File: src/rtl/ram_arb_pkg.sv
// Shared types for the RAM port arbiter: grant record and one-hot decode helper.
// Widths are sized for the largest supported requester count; users cast down to N.
package ram_arb_pkg;

  localparam int ARB_MAX_N = 32;
  localparam int ARB_ID_W  = 5;

  typedef struct packed {
    logic [ARB_MAX_N-1:0] onehot;
    logic [ARB_ID_W-1:0]  id;
  } rr_grant_t;

  function automatic logic [ARB_ID_W-1:0] onehot2bin(input logic [ARB_MAX_N-1:0] oh);
    logic [ARB_ID_W-1:0] bin;
    bin = '0;
    for (int i = 0; i < ARB_MAX_N; i++) begin
      if (oh[i]) bin = bin | ARB_ID_W'(i);
    end
    return bin;
  endfunction

endpackage

File: src/rtl/rr_arbiter.sv
// Round-robin arbiter: combinational one-hot grant starting at the pointer,
// pointer moves to winner+1 after every grant.
module rr_arbiter
  import ram_arb_pkg::*;
#(
  parameter  int N  = 4,
  localparam int IW = $clog2(N)
) (
  input  logic          clk,
  input  logic          i_rst,
  input  logic [N-1:0]  req,
  input  logic          en,
  output logic [N-1:0]  gnt,
  output logic [IW-1:0] gnt_id
);

  logic [IW-1:0] ptr;
  rr_grant_t     sel;

  // Scan from the farthest candidate to the nearest so the nearest one wins.
  always_comb begin
    int idx;
    sel = '0;
    idx = 0;
    if (en) begin
      for (int k = N - 1; k >= 0; k--) begin
        idx = int'(ptr) + k;
        if (idx >= N) idx = idx - N;
        if (|(req & (N'(1) << idx))) begin
          sel.onehot = ARB_MAX_N'(1) << idx;
        end
      end
    end
    sel.id = onehot2bin(sel.onehot);
  end

  assign gnt    = N'(sel.onehot);
  assign gnt_id = IW'(sel.id);

  always_ff @(posedge clk) begin
    if (i_rst) begin
      ptr <= '0;
    end else if (|sel.onehot) begin
      ptr <= (sel.id >= ARB_ID_W'(N - 1)) ? '0 : IW'(sel.id + 1'b1);
    end
  end

endmodule

File: src/rtl/ram_port_arbiter.sv
// Shares one 1R1W synchronous RAM among NUM_REQ requesters with independent
// round-robin read and write arbitration and write-first collision bypass.
module ram_port_arbiter
  import ram_arb_pkg::*;
#(
  parameter  int NUM_REQ        = 4,
  parameter  int RAM_DATA_WIDTH = 32,
  parameter  int RAM_DEPTH      = 512,
  localparam int RAM_ADDR_WIDTH = $clog2(RAM_DEPTH),
  localparam int ID_WIDTH       = $clog2(NUM_REQ)
) (
  input  logic                                    clk,
  input  logic                                    i_rst,
  input  logic [NUM_REQ-1:0]                      rd_req_valid,
  input  logic [NUM_REQ-1:0][RAM_ADDR_WIDTH-1:0]  rd_req_addr,
  output logic [NUM_REQ-1:0]                      rd_req_ready,
  input  logic [NUM_REQ-1:0]                      wr_req_valid,
  input  logic [NUM_REQ-1:0][RAM_ADDR_WIDTH-1:0]  wr_req_addr,
  input  logic [NUM_REQ-1:0][RAM_DATA_WIDTH-1:0]  wr_req_data,
  output logic [NUM_REQ-1:0]                      wr_req_ready,
  output logic                                    rd_rsp_valid,
  output logic [ID_WIDTH-1:0]                     rd_rsp_id,
  output logic [RAM_DATA_WIDTH-1:0]               rd_rsp_data,
  output logic                                    ram_re,
  output logic [RAM_ADDR_WIDTH-1:0]               ram_raddr,
  output logic                                    ram_we,
  output logic [RAM_ADDR_WIDTH-1:0]               ram_waddr,
  output logic [RAM_DATA_WIDTH-1:0]               ram_wdata,
  input  logic [RAM_DATA_WIDTH-1:0]               ram_rdata
);

  logic [ID_WIDTH-1:0]       rd_id;
  logic [ID_WIDTH-1:0]       wr_id;
  logic                      byp_flag;
  logic [RAM_DATA_WIDTH-1:0] byp_data;
  logic                      collide;

  rr_arbiter #(.N(NUM_REQ)) u_rd_arb (
    .clk    (clk),
    .i_rst  (i_rst),
    .req    (rd_req_valid),
    .en     (~i_rst),
    .gnt    (rd_req_ready),
    .gnt_id (rd_id)
  );

  rr_arbiter #(.N(NUM_REQ)) u_wr_arb (
    .clk    (clk),
    .i_rst  (i_rst),
    .req    (wr_req_valid),
    .en     (~i_rst),
    .gnt    (wr_req_ready),
    .gnt_id (wr_id)
  );

  assign ram_re    = |rd_req_ready;
  assign ram_raddr = rd_req_addr[rd_id];
  assign ram_we    = |wr_req_ready;
  assign ram_waddr = wr_req_addr[wr_id];
  assign ram_wdata = wr_req_data[wr_id];

  // The RAM returns old data on a same-address read/write; capture the write to forward it.
  assign collide = ram_re & ram_we & (ram_raddr == ram_waddr);

  always_ff @(posedge clk) begin
    if (i_rst) begin
      rd_rsp_valid <= 1'b0;
      rd_rsp_id    <= '0;
      byp_flag     <= 1'b0;
      byp_data     <= '0;
    end else begin
      rd_rsp_valid <= ram_re;
      if (ram_re) rd_rsp_id <= rd_id;
      byp_flag <= collide;
      if (ram_we) byp_data <= ram_wdata;
    end
  end

  assign rd_rsp_data = byp_flag ? byp_data : ram_rdata;

endmodule

File: config.mk
export PLATFORM = sky130hd
export DESIGN_NAME = ram_port_arbiter
export DESIGN_NICKNAME = d
export VERILOG_FILES = /design/src/rtl/ram_arb_pkg.sv /design/src/rtl/rr_arbiter.sv /design/src/rtl/ram_port_arbiter.sv
export SDC_FILE = /design/constraint.sdc
export NUM_CORES = 1
export LEC_CHECK = 0
export ABC_AREA = 1
export CELL_PAD_IN_SITES_DETAIL_PLACEMENT = 1
export CELL_PAD_IN_SITES_GLOBAL_PLACEMENT = 2
export CORE_MARGIN = 2
export CORE_UTILIZATION = 16
export DETAILED_ROUTE_END_ITERATION = 10
export PLACE_DENSITY = 0.82
export RECOVER_POWER = 100
export SYNTH_ARGS = -nofsm -noshare
export SYNTH_HDL_FRONTEND = slang
export SYNTH_HIERARCHICAL = 1
export SYNTH_SLANG_ARGS = --single-unit
export TNS_END_PERCENT = 5
File: constraint.sdc
create_clock -name clk -period 4.32 [get_ports clk]
set_clock_uncertainty 0.2 [all_clocks]
set_input_delay 1.08 -clock clk [delete_from_list [all_inputs] [get_ports clk]]
set_output_delay 1.08 -clock clk [all_outputs]
set_load 0.01 [all_outputs]
==> results by group <==
Critical path
  • Cell Chain, Critical Path: clkdlybuf4s15_2, inv_2, o21ai_1, nor2_2, nand2_1, nand2_1, nand2_1, nand2_4, nand2_8, clkinv_8, bufbuf_16, nand2_1, a32o_1, inv_1, clkdlybuf4s15_2
  • Setup Crit Path Kind: in -> out
  • Critical path arrival: 3020 ps
  • Worst path max stage delay: 280 ps
  • Crit path launch type: input port
  • CP endpoint kind: output port
  • Worst r2r path cells: 16
  • Critical path data required time: 3040 ps
  • Critical path peak fanout: 14
  • Most used cell, CP: nand2_1
  • Critical path's slowest cell: bufbuf_16

Detailed routing
  • Uppermost layer routed: met4
  • Drt initial violations: 203
  • Routed WL: 28.0 mm
  • Routed via count: 6955
  • Pre-antenna DRT Iters: 4
  • WL/cell: 17.1 um
  • Routed Antenna Nets: 0
  • DR WL met2: 14.2 mm
  • Residual DRC: 0
  • WL met1: 11.2 mm
  • Met3 wire len: 2.03 mm
  • Vias per cell: 4.25

Pwr
  • Sequential power share: 7.9%
  • Switch Pwr: 3.74 mW
  • Clock power frac: 5.9%
  • Sw Ratio: 47.3%
  • Comb power frac: 86.1%
  • LEAKAGE: 4.72 nW
  • Int Power: 4.17 mW
  • Pwr/cell area: 798 nW/um^2
  • Max VDD drop: 0.000283 V

Synthesis
  • Syn Std Cell Area: 4670 sq um
  • Post-Syn Instances: 803
  • Syn nets: 1047
  • Synth unique cells: 32
  • Synthesized flop and latch total: 40
  • Synth Warn #: 6
  • Share of the synthesized area in the top cell type: 25.2%
  • Leading post-synthesis cells by cell area: nand2_1 25%, dfxtp_1 17%, mux2_2 7.2%
  • Sequential area share after synthesis: 17.2%
  • Syn avg cell area: 5.81 sq um
  • Cell taking the most area after synthesis: nand2_1

Placement
  • GP Congestion: 0.900
  • Pre-CTS WS: -671 ps
  • PortBufs: 336
  • Post-Place Cells: 1607
  • DP HPWL: 21.6 mm

Job
  • Max Cap Violations: 0

Status
  • Status: finished clean

STA
  • FMAX: 232 MHz
  • Max Slew Vio Count: 0
  • Setup ws final: 17.6 ps
  • Slew margin rel.: 11.1%
  • Hold_ws: 347 ps
  • RSZ-0062 raised after global routing: yes
  • Period minus WS final: 4300 ps
  • Setup_tns: 0 ps
  • Final-report hold violation count: 0
  • Final worst-path cycle share: 99.6%
  • Final setup fails: 0
  • Measured slew at the worst slew-check pin: 1330 ps

Die
  • DIE AREA: 30600 sq um
  • Num ports: 337
  • Starting Density: 16.3%
  • Die Y: 175 um
  • FP Rows: 62
  • Die width: 175 um
  • Core Area: 28700 sq um

Clock tree
  • Register clock-pin slew on the reported worst setup and hold paths: 70 ps
  • Cts-stage hold buffer count: 0
  • # clock sinks: 40
  • Max clock buf depth: 2
  • Inserted Clock Buffers: 5
  • CTS H-tree lvls: 2
  • Worst-skew pair later-pin latency: 290 ps
  • CTS tree: done
  • Root Driver: clkbuf_16

Global routing
  • Initial antenna violation count: 1
  • First-pass GRT wire length: 40.6 mm
  • Pin count of the biggest net entering global routing: 65
  • All-Layer GR Usage: 17.1%
  • Vias in the first global route: 7191
  • GRT overflow: 0

Cells and area
  • Nets: 1494
  • Non-Filler Instances: 1636
  • Post-layout util: 34.5%
  • Area delta synth->final: 112%
  • Layout cells sized above 1: 25.6%

Min path
  • Hold path depth: 2
  • Hold Path Class: reg -> reg
sequential cells by signal, indices dropped and copies added, names as in the netlist:
name,flops
rd_rsp_id,2
u_rd_arb/ptr,2
byp_data,32
u_wr_arb/ptr,2
rd_rsp_valid,1
byp_flag,1
cell type report:
type | count | area, sq um
inverter | 90 | 360
sequential | 40 | 802
clock buffer | 6 | 139
antenna | 1 | 2.50
clock inverter | 2 | 38.8
timing repair buffer | 487 | 4730
multi-input combinational | 626 | 3360
tap | 384 | 480
fill | 3554 | 18800
power by group through the flow:
stage / Sequential, mW / Clock, mW / Combinational [mW]
finish: 0.628 / 0.468 / 6.81
global route: 0.650 / 0.499 / 7.48
CTS: 0.626 / 0.485 / 6.71
detailed placement: 0.633 / 0 / 6.45
global placement: 0.627 / 0 / 6.37
floorplan: 0.597 / 0 / 3.13
timing repair:
| item | in CTS | in global routing |
|---|---|---|
| cloned | 5 | 4 |
| pin swaps | 14 | 8 |
| setup buffers | 5 | 6 |
| setup endpoints to repair | 60 | 50 |
| resized for setup | 170 | 61 |
synth_stat cells, drive strengths merged:
cell	count
nand2	323
inv	90
a21oi	66
nor2	58
nand3	51
o21ai	46
dfxtp	40
buf	39
a32o	32
mux2	32
clkbuf	8
nor3	8
ha	2
nand3b	2
nor3b	2
o21bai	2
and2	1
nand4	1
metal layers:
layer / up-vias / global-route usage (%)
li1: 3503 / -
met1: 3183 / 19.2
met2: 248 / 31.4
met3: 21 / 4.98
met4: 0 / 4.38
met5: - / 0
logic make-up (layout without fill, tap and decap cells):
logic type                 Yosys count  after routing  synth area share, %
and+or+nand+nor                    446            446                 40.0
AOI/OAI and AO/OA                  146            146                 20.6
buffers and inverters              137            585                 13.9
DFF                                 40             40                 17.2
muxes                               32             32                 7.72
adders and majority gates            2              2                0.536
other                                0              1                    0
path summary, 6_finish.rpt:
kind	startpoint	end	slack, ps
hold / removal	byp_data[20]	byp_data[20]	350
hold reg to reg	byp_data[20]	byp_data[20]	350
setup / recovery	wr_req_valid[0]	ram_wdata[12]	20
setup reg to reg	u_wr_arb/ptr[0]	byp_data[4]	580
placed cells by master (no fill, tap or decap), types with 12 or more instances in the layout:
master / n
nand2_1: 294
clkdlybuf4s50_1: 272
buf_4: 123
inv_1: 72
a21oi_1: 54
nand3_1: 48
nor2_1: 39
dfxtp_1: 39
o21ai_0: 35
mux2_2: 30
a32o_1: 25
nand2_2: 21
clkbuf_2: 17
nor2_2: 16
inv_2: 15
dlygate4sd2_1: 14
a21oi_2: 12
critical path: cells and delay by family:
kind                   cells  cell delay [ps]
buffers and inverters      6              920
AND/OR/NAND/NOR            7              660
AO/OA/AOI/OAI              2              360
stage by stage:
step	area [sq um]	power [mW]
floorplan	4670	3.72
global placement	9320	7.00
detailed placement	9320	7.08
CTS	9780	7.82
global route	9910	8.63
finish	9910	7.91
No activity file was read; power rests on OpenSTA's default activity.
